## config.mk

```make
export PLATFORM = sky130hd
export DESIGN_NAME = id_ex_alu_issue
export DESIGN_NICKNAME = d
export VERILOG_FILES = /design/src/rtl/alu_pkg.sv /design/src/rtl/alu_ctrl_dec.sv /design/src/rtl/id_ex_alu_issue.sv
export SDC_FILE = /design/constraint.sdc
export NUM_CORES = 1
export LEC_CHECK = 0
export CAP_MARGIN = 20
export CORE_MARGIN = 10
export CORE_UTILIZATION = 47
export CTS_BUF_LIST = sky130_fd_sc_hd__clkbuf_2
export DETAILED_ROUTE_END_ITERATION = 7
export HOLD_SLACK_MARGIN = 0.15
export PLACE_DENSITY = 0.88
export SYNTH_ARGS = -nofsm -noshare
export SYNTH_HDL_FRONTEND = slang
export SYNTH_SLANG_ARGS = --single-unit
```

## constraint.sdc

```tcl
create_clock -name clk -period 4.11 [get_ports clk]
set_input_delay 0.822 -clock clk [delete_from_list [all_inputs] [get_ports clk]]
set_output_delay 0.822 -clock clk [all_outputs]
set_load 0.02 [all_outputs]
```

## src/rtl/alu_pkg.sv

```systemverilog
// alu_pkg: ALU control codes, MIPS opcode/funct encodings and the decoded-control bundle
package alu_pkg;
  localparam int XLEN_DEF   = 32;
  localparam int ALUC_W_DEF = 4;
  localparam logic [3:0] ALUC_ADDU = 4'b0000;
  localparam logic [3:0] ALUC_ADD  = 4'b0010;
  localparam logic [3:0] ALUC_SUB  = 4'b0001;
  localparam logic [3:0] ALUC_AND  = 4'b0011;
  localparam logic [3:0] ALUC_OR   = 4'b0100;
  localparam logic [3:0] ALUC_XOR  = 4'b0110;
  localparam logic [3:0] ALUC_NOR  = 4'b0101;
  localparam logic [3:0] ALUC_SLL  = 4'b1000;
  localparam logic [3:0] ALUC_MOVZ = 4'b1110;
  localparam logic [3:0] ALUC_MOVN = 4'b1100;
  localparam logic [5:0] OP_RTYPE = 6'b000000;
  localparam logic [5:0] OP_BEQ   = 6'b000100;
  localparam logic [5:0] OP_ADDI  = 6'b001000;
  localparam logic [5:0] OP_ADDIU = 6'b001001;
  localparam logic [5:0] OP_ANDI  = 6'b001100;
  localparam logic [5:0] OP_ORI   = 6'b001101;
  localparam logic [5:0] OP_XORI  = 6'b001110;
  localparam logic [5:0] OP_LW    = 6'b100011;
  localparam logic [5:0] OP_SW    = 6'b101011;
  localparam logic [5:0] FN_SLL  = 6'b000000;
  localparam logic [5:0] FN_MOVZ = 6'b001010;
  localparam logic [5:0] FN_MOVN = 6'b001011;
  localparam logic [5:0] FN_ADD  = 6'b100000;
  localparam logic [5:0] FN_ADDU = 6'b100001;
  localparam logic [5:0] FN_SUB  = 6'b100010;
  localparam logic [5:0] FN_SUBU = 6'b100011;
  localparam logic [5:0] FN_AND  = 6'b100100;
  localparam logic [5:0] FN_OR   = 6'b100101;
  localparam logic [5:0] FN_XOR  = 6'b100110;
  localparam logic [5:0] FN_NOR  = 6'b100111;
  localparam logic [5:0] FN_SLT  = 6'b101010;
  typedef enum logic [1:0] {B_RT, B_SEXT, B_ZEXT} bsel_e;
  typedef struct packed {
    logic [3:0]  aluc;
    bsel_e       b_sel;
    logic        rf_w;
    logic [4:0]  rf_dst;
    logic        mem_r;
    logic        mem_w;
    logic        branch;
    logic        illegal;
    logic        uses_rt;
    logic [4:0]  rs;
    logic [4:0]  rt;
    logic [15:0] imm;
  } dec_t;
endpackage

```

## src/rtl/alu_ctrl_dec.sv

```systemverilog
// alu_ctrl_dec: combinational MIPS word -> ALU/write-back/memory control decoder
// i_instr: instruction word; o_dec: decoded controls plus rs/rt/imm fields
// MOVE_COND_EN: decode movz/movn, otherwise they are illegal
module alu_ctrl_dec
  import alu_pkg::*;
(
  input  logic [31:0] i_instr,
  output dec_t        o_dec
);
  logic [5:0] w_op;
  logic [5:0] w_fn;
  assign w_op = i_instr[31:26];
  assign w_fn = i_instr[5:0];
  always_comb begin
    o_dec     = '0;
    o_dec.rs  = i_instr[25:21];
    o_dec.rt  = i_instr[20:16];
    o_dec.imm = i_instr[15:0];
    case (w_op)
      OP_RTYPE: begin
        case (w_fn)
          FN_ADD:                  o_dec.aluc = ALUC_ADD;
          FN_ADDU:                 o_dec.aluc = ALUC_ADDU;
          FN_SUB, FN_SUBU, FN_SLT: o_dec.aluc = ALUC_SUB;
          FN_AND:                  o_dec.aluc = ALUC_AND;
          FN_OR:                   o_dec.aluc = ALUC_OR;
          FN_XOR:                  o_dec.aluc = ALUC_XOR;
          FN_NOR:                  o_dec.aluc = ALUC_NOR;
          FN_SLL:                  o_dec.aluc = ALUC_SLL;
`ifdef MOVE_COND_EN
          FN_MOVZ:                 o_dec.aluc = ALUC_MOVZ;
          FN_MOVN:                 o_dec.aluc = ALUC_MOVN;
`endif
          default:                 o_dec.illegal = 1'b1;
        endcase
        // the all-zero word is the canonical nop and must not write $0
        o_dec.rf_w    = !o_dec.illegal && i_instr != '0;
        o_dec.rf_dst  = o_dec.illegal ? 5'd0 : i_instr[15:11];
        o_dec.uses_rt = !o_dec.illegal;
      end
      OP_ADDI, OP_ADDIU: begin
        o_dec.aluc   = w_op == OP_ADDI ? ALUC_ADD : ALUC_ADDU;
        o_dec.b_sel  = B_SEXT;
        o_dec.rf_w   = 1'b1;
        o_dec.rf_dst = i_instr[20:16];
      end
      OP_ANDI, OP_ORI, OP_XORI: begin
        o_dec.aluc   = w_op == OP_ANDI ? ALUC_AND : w_op == OP_ORI ? ALUC_OR : ALUC_XOR;
        o_dec.b_sel  = B_ZEXT;
        o_dec.rf_w   = 1'b1;
        o_dec.rf_dst = i_instr[20:16];
      end
      OP_LW: begin
        o_dec.b_sel  = B_SEXT;
        o_dec.rf_w   = 1'b1;
        o_dec.rf_dst = i_instr[20:16];
        o_dec.mem_r  = 1'b1;
      end
      OP_SW: begin
        o_dec.b_sel   = B_SEXT;
        o_dec.mem_w   = 1'b1;
        o_dec.uses_rt = 1'b1;
      end
      OP_BEQ: begin
        o_dec.aluc    = ALUC_SUB;
        o_dec.branch  = 1'b1;
        o_dec.uses_rt = 1'b1;
      end
      default: o_dec.illegal = 1'b1;
    endcase
  end
endmodule

```

## src/rtl/id_ex_alu_issue.sv

```systemverilog
// id_ex_alu_issue: ID->EX issue register with valid/ready handshake, load-use bubble and branch flush
// in: clk, rst_n (async low), in_valid, instr, rs_data, rt_data, flush, ex_ready
// out: in_ready, ex_valid, alu_a/b/shamt/aluc, rf_w, rf_dst, mem_r, mem_w, branch, illegal, stall_lu
// MOVE_COND_EN: enables movz/movn decode in alu_ctrl_dec
module id_ex_alu_issue
  import alu_pkg::*;
#(
  parameter int XLEN   = XLEN_DEF,
  parameter int ALUC_W = ALUC_W_DEF
) (
  input  logic              clk,
  input  logic              rst_n,
  input  logic              in_valid,
  output logic              in_ready,
  input  logic [31:0]       instr,
  input  logic [XLEN-1:0]   rs_data,
  input  logic [XLEN-1:0]   rt_data,
  input  logic              flush,
  input  logic              ex_ready,
  output logic              ex_valid,
  output logic [XLEN-1:0]   alu_a,
  output logic [XLEN-1:0]   alu_b,
  output logic [4:0]        alu_shamt,
  output logic [ALUC_W-1:0] alu_aluc,
  output logic              rf_w,
  output logic [4:0]        rf_dst,
  output logic              mem_r,
  output logic              mem_w,
  output logic              branch,
  output logic              illegal,
  output logic              stall_lu
);
  dec_t              w_dec;
  logic [XLEN-1:0]   w_b;
  logic              r_ex_valid;
  logic [XLEN-1:0]   r_alu_a;
  logic [XLEN-1:0]   r_alu_b;
  logic [4:0]        r_shamt;
  logic [ALUC_W-1:0] r_aluc;
  logic              r_rf_w;
  logic [4:0]        r_rf_dst;
  logic              r_mem_r;
  logic              r_mem_w;
  logic              r_branch;
  logic              r_illegal;
  alu_ctrl_dec u_dec (
    .i_instr (instr),
    .o_dec   (w_dec)
  );
  assign w_b = w_dec.b_sel == B_SEXT ? {{(XLEN-16){w_dec.imm[15]}}, w_dec.imm} :
               w_dec.b_sel == B_ZEXT ? {{(XLEN-16){1'b0}}, w_dec.imm} : rt_data;
  // loaded value is not available until after EX/MEM, so a dependent word must wait one slot
  assign stall_lu = r_ex_valid && r_mem_r && r_rf_dst != 5'd0 && in_valid && !flush &&
                    (w_dec.rs == r_rf_dst || (w_dec.uses_rt && w_dec.rt == r_rf_dst));
  assign in_ready = rst_n && (!r_ex_valid || ex_ready) && !stall_lu;
  always_ff @(posedge clk or negedge rst_n) begin
    if (!rst_n) begin
      r_ex_valid <= 1'b0;
      r_alu_a    <= '0;
      r_alu_b    <= '0;
      r_shamt    <= '0;
      r_aluc     <= '0;
      r_rf_w     <= 1'b0;
      r_rf_dst   <= '0;
      r_mem_r    <= 1'b0;
      r_mem_w    <= 1'b0;
      r_branch   <= 1'b0;
      r_illegal  <= 1'b0;
    end else if (flush) begin
      r_ex_valid <= 1'b0;
    end else if (in_valid && in_ready) begin
      r_ex_valid <= 1'b1;
      r_alu_a    <= rs_data;
      r_alu_b    <= w_b;
      r_shamt    <= w_dec.imm[10:6];
      r_aluc     <= ALUC_W'(w_dec.aluc);
      r_rf_w     <= w_dec.rf_w;
      r_rf_dst   <= w_dec.rf_dst;
      r_mem_r    <= w_dec.mem_r;
      r_mem_w    <= w_dec.mem_w;
      r_branch   <= w_dec.branch;
      r_illegal  <= w_dec.illegal;
    end else if (ex_ready) begin
      r_ex_valid <= 1'b0;
    end
  end
  assign ex_valid  = r_ex_valid;
  assign alu_a     = r_alu_a;
  assign alu_b     = r_alu_b;
  assign alu_shamt = r_shamt;
  assign alu_aluc  = r_aluc;
  assign rf_w      = r_rf_w;
  assign rf_dst    = r_rf_dst;
  assign mem_r     = r_mem_r;
  assign mem_w     = r_mem_w;
  assign branch    = r_branch;
  assign illegal   = r_illegal;
endmodule

```

* Word level (Yosys, flattened, before mapping)
Cells that the tools add are included.
Word-level totals: flip-flop bits (word level) 84, bits in latches 0, bits in writable memories 0, bits in read-only memories 0, input port bits 101, output and inout port bits 86, logic and storage cells 83, memories 0
Operators by class: add/sub/neg operators 0, multipliers 0, div/mod/pow operators 0, magnitude comparators 0, equality and inequality tests 21, shift operators 0, muxes and demuxes 20, bitwise logic cells 1, reductions and logical operators 30
Operators with widths (count):
- 6-bit == test, second input constant | 11
- 32-bit 2-to-1 mux | 2
- 32-bit nonzero test | 1
- 6-bit by 4-bit == test with 1-bit output, second input constant | 5
- 4-bit case mux with 7 select lines | 1
- 4-bit case mux with 4 select lines | 1
- 6-bit logical NOT | 2
- 6-bit case mux with 2 select lines | 1
- 5-bit == test | 2
- 1-bit logical AND | 10
- 10-bit OR reduction | 1
- 1-bit 2-to-1 mux | 8
- 8-bit OR reduction | 1
- 6-bit by 3-bit == test with 1-bit output, second input constant | 1
- 3-bit OR reduction | 2
- 6-bit OR reduction | 1
- 5-bit 2-to-1 mux | 1
- 5-bit nonzero test | 1
- 1-bit logical NOT | 4
- 2-bit 2-to-1 mux | 2
- 4-bit 2-to-1 mux | 1
- 1-bit case mux with 2 select lines | 2
- 2-bit case mux with 2 select lines | 1
- 2-bit OR reduction | 2
- 7 further kinds | 8

* Longest topological paths before layout
Gate-level depths: netlist of run 1.
depth after elaboration 14, mapped depth 9, gate-level depth less buffers 6

* Cells and area by module
Synthesis of run 1 repeated with hierarchy kept, for this count alone.
Unflattened totals: cell total of the unflattened synthesis 346, area, all modules 4504.3 µm²
By module, submodules not included:
- id_ex_alu_issue | times used 1, cells each 255, area an instance 3902.5 µm², sequential area each 2102.0 µm²
- alu_ctrl_dec | times used 1, cells each 91, area an instance 601.8 µm², sequential area each 0.0 µm²

* Least setup slack after synthesis of run 1
No wires, ideal clock.
kind input to output, from in instr[27], to out in_ready, arrival time 2.230 ns, data required time 3.288 ns, path slack 1.058 ns, stages on the path 7, buffers on the path 1, cell sequence clkbuf_1 > nor3_2 > nand2_1 > o31ai_1 > a32oi_2 > nor2_1 > nor2_1
On the way: word-level cells in the longest chain between the ends 8, elaborated cells on any way between the ends 10, those cells by class eq/ne (2); mux (1); reduce/logical (7)
Ends and longest elaborated chain:
- from (decl) | RTL line id_ex_alu_issue.sv:15 | input logic [31:0] instr,
- 6-bit by 3-bit == test with 1-bit output or 6-bit == test (tied branches) | RTL line alu_ctrl_dec.sv:19 | case (w_op)
- 2-bit OR reduction (no line)
- 1-bit case mux with 2 select lines * | RTL line alu_ctrl_dec.sv:19
- 1-bit logical AND * | RTL line id_ex_alu_issue.sv:54 | (w_dec.rs == r_rf_dst || (w_dec.uses_rt && w_dec.rt == r_rf_dst));
- 1-bit logical OR * | RTL line id_ex_alu_issue.sv:54
- 1-bit logical AND * | RTL line id_ex_alu_issue.sv:53 | assign stall_lu = r_ex_valid && r_mem_r && r_rf_dst != 5'd0 && in_valid && !flush &&
- named net stall_lu | RTL line id_ex_alu_issue.sv:31 | output logic stall_lu
- 1-bit logical NOT * | RTL line id_ex_alu_issue.sv:55 | assign in_ready = rst_n && (!r_ex_valid || ex_ready) && !stall_lu;
- 1-bit logical AND * | RTL line id_ex_alu_issue.sv:55
- to (decl) | RTL line id_ex_alu_issue.sv:14 | output logic in_ready,
Mark *: on every way through the listed nets, which the timed path passes. The rest lies on a longest branch.

* Final worst setup path of run 1
from in instr[3], to out in_ready
On the way: word-level cells in the longest chain between the ends 11, elaborated cells on any way between the ends 20, those cells by class eq/ne (9); mux (3); reduce/logical (8)
Ends and longest elaborated chain:
- 6-bit == test or 6-bit logical NOT (tied branches) | RTL line alu_ctrl_dec.sv:21 | case (w_fn)
- 10-bit OR reduction (no line) *
- 1-bit 2-to-1 mux * | RTL line alu_ctrl_dec.sv:21
- 1-bit 2-to-1 mux * | RTL line alu_ctrl_dec.sv:19
- 1-bit logical NOT * | RTL line alu_ctrl_dec.sv:39 | o_dec.uses_rt = !o_dec.illegal;
- 1-bit case mux with 2 select lines * | RTL line alu_ctrl_dec.sv:19
- 1-bit logical AND * | RTL line id_ex_alu_issue.sv:54
- 1-bit logical OR * | RTL line id_ex_alu_issue.sv:54
- 1-bit logical AND * | RTL line id_ex_alu_issue.sv:53
- 1-bit logical NOT * | RTL line id_ex_alu_issue.sv:55
- 1-bit logical AND * | RTL line id_ex_alu_issue.sv:55
Every way passes the cells marked *; elsewhere a longest branch is shown, timed or not. The select of a mux whose other input is x is not followed.

==> metrics, run 1 <==
die height 116 µm; via count 3,391; # nets final 623; vias per cell 5.33; core area 8850 µm²; initial antenna violation count 1; # fillers 634; Syn Nets 431; Hold Crit Class flip-flop to flip-flop; leakage power 0.00295 µW; Detailed Place HPWL 10.4 mm; reg2reg path depth 8; Worst Path Max Fanout 7; top-area cell type share of the netlist area 48.7%; Root Driver clkbuf_2; mux share of post-synthesis cell area 30.7%; Mean Syn Cell Area 13.1 µm²; antenna viol nets, final 0; reg2reg end alu_b[9]$_DFFE_PN0P_; fin util 72.5%; initial core utilization 48.8%; Inserted Clock Buffers 9; xor and xnor area share after synthesis 2.03%; final worst path period share 96.4%; largest net degree at the start of global routing 66; RSZ-0062 raised after global routing false; Startpoint Class input pin; pwr/cell area 388 nW/µm²; GRT Overall Usage 19.4%; status completed; Setup TNS Final 0 ns; row cnt 34; Synth area leader dfrtp_1; Most used DFF post-synth dfrtp_1; Ports 187; vias in the first global route 3,651; # setup viols final 0; min-delay src alu_b[2]$_DFFE_PN0P_; synth warn 0; Worst EP required 3.29 ns; combinational fraction of design power 39.6%; DR iter-0 viols 164; final WL 13.5 mm; drt drc 0; Sw Ratio 34.2%; final count of hold timing violations 0; critical path endpoint category primary output; Reg power frac 43.0%; CTS clock-pin slew for the worst setup and hold paths 0.25 ns; Syn-to-layout area delta 48.6%; MaxCap Viol Count 0; Worst-Skew Late Latency 0.57 ns; main combinational cell family by area after synthesis multiplexers; Clock Power Share 17.4%; global placement routability congestion 0.899; adder-cell share of the synthesized area 0%; post-route minimum period 3.96 ns; number of synthesized flops with an enable pin 0; worst hold path depth 1; Synth cell types 39; mapped cell area 4320 µm²; Cells after Synth 330; first-pass GRT wire length 20.4 mm; reg-to-reg startpoint rf_dst[1]$_DFFE_PN0P_; worst vdd ir 0.000211 V; internal power 1640 µW; Routed WL per cell 21.2 µm; CTS tree yes; Post-synth ARST share 100%; simple-gate share of the synthesized area 10.4%; FF+latch count, synth 84; top cells by area, synth dfrtp_1, mux2_4, mux2_2; Seq/Total Area, Yosys 48.7%; Synth Area in Compound Gates 4.38%; Arr. time, crit path 3.14 ns; Slew @ Worst Pin 0.907 ns; Post-Route Skew 0.0421 ns; highest clock rate 0.252 GHz; die span in x 116 µm; flop2flop setup slack 1.73 ns; share of layout cells above drive strength 1 24.7%; Max Slew Vio Count 0; maximum root-to-sink buffer count 2; Pre-Repair DR Iteration Count 6; WHS 0.542 ns; number of buffers added on ports 186; clock sinks 84; Worst Hold Path EP alu_b[2]$_DFFE_PN0P_; die footprint 13,400 µm²; H-tree depth 3; P_sw 850 µW; grt ovf 0; Setup Crit Path Kind input pin to primary output; Max-slew headroom 39.4%
-- routing by layer --
layer / vias to the layer above / track usage, % / routed length [µm]
met5: - / 0 / 0
met3: 24 / 6.72 / 1260
met4: 0 / 7.92 / 292
met2: 159 / 32.2 / 6530
met1: 1651 / 22.6 / 5370
li1: 1557 / - / -
-- worst max path at each step --
stage,from,endpoint,slack (ns),cells past startpoint
after detailed placement,instr[0],stall_lu,0.05,7
after floorplan,instr[27],in_ready,1.06,7
after global placement,instr[5],in_ready,0.11,8
final,instr[3],in_ready,0.15,8
after global routing,instr[3],in_ready,0.05,8
after CTS,instr[0],stall_lu,0.05,7
-- cell families after synthesis --
logic type / after synthesis
AO/OA/AOI/OAI: 25
XOR/XNOR: 10
buffers and inverters: 22
flip-flops: 84
multiplexers: 98
AND/OR/NAND/NOR: 91
-- layout by cell type, fill, tap and decap left out, types with 6 or more instances in the layout --
cell               n
o21ai_0            7
nor3_1             8
mux2_2            36
buf_4             11
nand2_1           39
nor2_1             9
mux2_4            60
nand3_1            6
nor4_1             6
clkbuf_2           9
dfrtp_1           84
clkdlybuf4s50_1  183
-- stage by stage --
stage | worst slack [ns] | std cells | total power (µW) | area, µm²
4_1_cts | 0.0540 | 634 | 2510 | 6390
6_report | 0.149 | 636 | 2490 | 6420
3_5_place_dp | 0.0516 | 617 | 2080 | 6270
2_1_floorplan | 1.06 | 330 | 1550 | 4320
3_3_place_gp | 0.110 | 617 | 2050 | 6270
5_1_grt | 0.0458 | 636 | 2600 | 6420
-- cells in the mapped netlist, types with 2 or more instances --
library cell / number
clkbuf_1: 6
mux2i_1: 2
xnor2_1: 5
xor2_1: 5
buf_2: 4
dfrtp_1: 84
nor2b_1: 4
nand4b_1: 2
a22o_1: 5
nand3b_1: 2
nor4_1: 7
nand3_1: 6
or3_1: 3
inv_1: 5
nand2_1: 39
mux2_4: 60
a21oi_1: 4
nor2_1: 9
mux2_2: 36
nand2b_1: 5
buf_8: 6
o21ai_0: 7
nor3_1: 8
-- final cells by class --
class	instances	area [µm²]	area share (%)
well taps	108	135	2.11
repair buffers	198	1970	30.7
clock buffers	9	45.0	0.702
flip-flops and latches	84	2100	32.8
diodes	1	2.50	0.0390
multi-input cells	224	2080	32.4
clock inverters	7	66.3	1.03
inverters	5	18.8	0.293
-- critical path, cell delays in order --
cell and delay, ns:
clkdlybuf4s50_1 0.60, nor2b_1 0.12, a2111oi_2 0.37, o31ai_1 0.18, a32oi_2 0.22, nor2_1 0.10
nor2_1 0.12, clkdlybuf4s50_1 0.61
-- sequential cells by signal, indices dropped and copies added (netlist names) --
name,count
mem_r,1
illegal,1
rf_w,1
branch,1
alu_aluc,4
alu_a,32
rf_dst,5
alu_b,32
ex_valid,1
alu_shamt,5
mem_w,1
-- power groups by stage --
stage / Clock, µW / Combinational (µW) / Sequential, µW
3_5_place_dp: 0 / 991 / 1090
2_1_floorplan: 0 / 287 / 1270
3_3_place_gp: 0 / 974 / 1070
6_report: 432 / 985 / 1070
4_1_cts: 446 / 998 / 1070
5_1_grt: 471 / 1040 / 1090
-- repair_timing --
item	in CTS	in global routing
endpoints found under the hold margin	25	0
endpoints found under the setup margin	0	2
hold buffers	1	0
setup buffers	0	1
resized for setup	0	3
(Power assumes the default switching activity.)
==> run 2, diff against run 1 <==
--- a/config.mk
+++ b/config.mk
@@ -5,13 +5,14 @@
 export SDC_FILE = /design/constraint.sdc
 export NUM_CORES = 1
 export LEC_CHECK = 0
+export ABC_AREA = 1
 export CAP_MARGIN = 20
 export CORE_MARGIN = 10
-export CORE_UTILIZATION = 47
+export CORE_UTILIZATION = 44
 export CTS_BUF_LIST = sky130_fd_sc_hd__clkbuf_2
 export DETAILED_ROUTE_END_ITERATION = 7
 export HOLD_SLACK_MARGIN = 0.15
-export PLACE_DENSITY = 0.88
+export PLACE_DENSITY = 0.82
 export SYNTH_ARGS = -nofsm -noshare
 export SYNTH_HDL_FRONTEND = slang
 export SYNTH_SLANG_ARGS = --single-unit
==> constraint.sdc (replaced) <==
create_clock -name clk -period 4.08 [get_ports clk]
set_input_delay 0.816 -clock clk [delete_from_list [all_inputs] [get_ports clk]]
set_output_delay 0.816 -clock clk [all_outputs]
set_load 0.02 [all_outputs]
==> run 2 against run 1 <==
Effect of this change: setup slack better by 0.21 ns; sequential share of layout area down 0.47 points; clock-buffer cell count rose by 1; largest power group unchanged; non-clock buffer count is 3 lower; critical path type unchanged; combinational power is 17% lower; routed wire length increased by 18%; global-route usage is 1.7 points higher; first-iteration DRC count rose to 2.7 times the previous value; design area rose by 1.5%; clock power fell by 3%.
==> metrics, run 2 <==
status completed; maximum root-to-sink buffer count 2; grt ovf 0; highest clock rate 0.269 GHz; Post-synth ARST share 100%; Finished Layout Cells 894; H-tree depth 3; Area after DPL 6370 µm²; xor and xnor area share after synthesis 0.784%; clock sinks 84; dpl cells 876; top-area cell type share of the netlist area 47.0%; FF+latch count, synth 84; Setup Crit Path Kind input pin to primary output; most frequent cells in the layout nand2_1, clkdlybuf4s50_1, nand4_1; Clock Power Share 18.4%; cell area after layout 6510 µm²; vias in the first global route 4,824; leakage power 0.00321 µW; Reg power frac 45.5%; # nets final 857; row cnt 36; antenna viol nets, final 0; # diodes 0; number of synthesized flops with an enable pin 0; Synth area leader dfrtp_1; Max-slew headroom 38.6%; Syn-to-layout area delta 45.6%; multi-input logic area 2030 µm²; adder-cell share of the synthesized area 0%; initial antenna violation count 0; Max Slew Vio Count 0; flip-flop and latch area 2100 µm²; Worst-Skew Late Latency 0.54 ns; core area 9820 µm²; Pre-Repair DR Iteration Count 6; Mean Syn Cell Area 7.55 µm²; Inserted Clock Buffers 9; global placement routability congestion 0.911; Detailed Place HPWL 11.4 mm; P_sw 789 µW; Root Driver clkbuf_2; internal power 1480 µW; final count of hold timing violations 0; most common cell after layout, fill and taps aside nand2_1; Syn Nets 693; Worst Path Max Fanout 7; Slew @ Worst Pin 0.920 ns; die footprint 14,600 µm²; pwr/cell area 349 nW/µm²; Ports 187; top cells by area, synth dfrtp_1, nand2_1, nand4_1; simple-gate share of the synthesized area 38.6%; # fillers 878; final WL 15.8 mm; number of buffers added on ports 186; die height 121 µm; CTS tree yes; die span in x 121 µm; Most used DFF post-synth dfrtp_1; drt drc 0; mapped cell area 4470 µm²; synth cell count leaders nand2_1, nand4_1, dfrtp_1; main combinational cell family by area after synthesis simple AND/OR/NAND/NOR gates; GRT Overall Usage 21.1%; # setup viols final 0; fin util 66.3%; share of layout cells above drive strength 1 5.52%; DR iter-0 viols 437; Sw Ratio 34.7%; RSZ-0062 raised after global routing false; Startpoint Class input pin; Worst EP required 3.26 ns; synth warn 0; Post-Route Skew 0.0403 ns; final worst path period share 91.1%; Synth cell types 30; Setup TNS Final 0 ns; post-CTS setup buffers 0; Synth Area in Compound Gates 5.63%; mux share of post-synthesis cell area 0%; Cells after Synth 592; via count 4,857; count leader, synth nand2_1; Arr. time, crit path 2.90 ns; Hold Crit Class flip-flop to flip-flop; initial core utilization 45.5%; largest net degree at the start of global routing 85; Seq/Total Area, Yosys 47.0%; combinational fraction of design power 36.1%; worst vdd ir 0.000223 V; CTS clock-pin slew for the worst setup and hold paths 0.21 ns; vias per cell 5.43; MaxCap Viol Count 0; critical path endpoint category primary output; post-route minimum period 3.72 ns; Routed WL per cell 17.7 µm; first-pass GRT wire length 25.3 mm
[run 2: area by class of cell]
type                       instances  area share, %
inverter                          39           2.25
timing repair buffer             195           30.1
clock inverter                     6          0.846
tap                              133           2.56
sequential                        84           32.3
multi-input combinational        427           31.2
clock buffer                      10          0.769
[run 2: repair_timing]
action / 4_1_cts / 5_1_grt
gates resized for setup: 0 / 0
hold buffers: 0 / 1
setup endpoints to repair: 0 / 0
endpoints found under the hold margin: 0 / 10
[run 2: power groups by stage]
stage / Sequential, µW / Clock, µW / Combinational (µW)
final: 1030 / 417 / 821
after global routing: 1050 / 469 / 885
after CTS: 1040 / 432 / 825
after detailed placement: 1050 / 0 / 824
after global placement: 1050 / 0 / 810
after floorplan: 1210 / 0 / 198
[run 2: cell families after synthesis]
family	after synthesis
buffers and inverters	81
flip-flops	84
XOR/XNOR	4
AO/OA/AOI/OAI	42
AND/OR/NAND/NOR	381
[run 2: worst max-delay path: stages]
cell,delay [ns]
clkdlybuf4s50_1,0.58
nor2_4,0.09
nand3_1,0.07
nand2_1,0.11
o21bai_4,0.23
nand2_1,0.07
nand2_1,0.06
nand2_1,0.06
nand2_2,0.06
inv_1,0.05
nor2_1,0.08
clkdlybuf4s50_1,0.62
[run 2: layer usage]
layer / share of wire, % / up-vias / track usage (%)
met5: 0 / - / 0
li1: - / 2306 / -
met4: 1.9 / 0 / 5.88
met2: 46 / 236 / 32.8
met3: 9.7 / 30 / 7.40
met1: 42 / 2285 / 27.3
[run 2: stage by stage]
step                      power [µW]  setup slack, ns  hold slack (ns)
after global routing            2410            0.209            0.528
after global placement          1860            0.349            0.453
after detailed placement        1870            0.290            0.457
final                           2270            0.363            0.501
after CTS                       2290            0.359            0.502
after floorplan                 1400             1.16            0.520
[run 2: worst paths after layout]
kind,startpoint,end,slack [ns],cells past startpoint
min,alu_a[0]$_DFFE_PN0P_,alu_a[0]$_DFFE_PN0P_,0.50,2
max reg2reg,rf_dst[0]$_DFFE_PN0P_,alu_a[9]$_DFFE_PN0P_,1.40,10
min in group asynchronous,rst_n,alu_a[21]$_DFFE_PN0P_,0.78,3
max,instr[4],in_ready,0.36,12
max in group asynchronous,rst_n,alu_shamt[2]$_DFFE_PN0P_,2.71,4
min reg2reg,alu_a[0]$_DFFE_PN0P_,alu_a[0]$_DFFE_PN0P_,0.50,2
==> run 3, diff against run 2 <==
--- a/config.mk
+++ b/config.mk
@@ -10,6 +10,7 @@
 export CORE_MARGIN = 10
 export CORE_UTILIZATION = 44
 export CTS_BUF_LIST = sky130_fd_sc_hd__clkbuf_2
+export CTS_CLUSTER_SIZE = 16
 export DETAILED_ROUTE_END_ITERATION = 7
 export HOLD_SLACK_MARGIN = 0.15
 export PLACE_DENSITY = 0.82
==> results of run 3 <==
Final layout, timing and power as in run 2 (identical DEF).
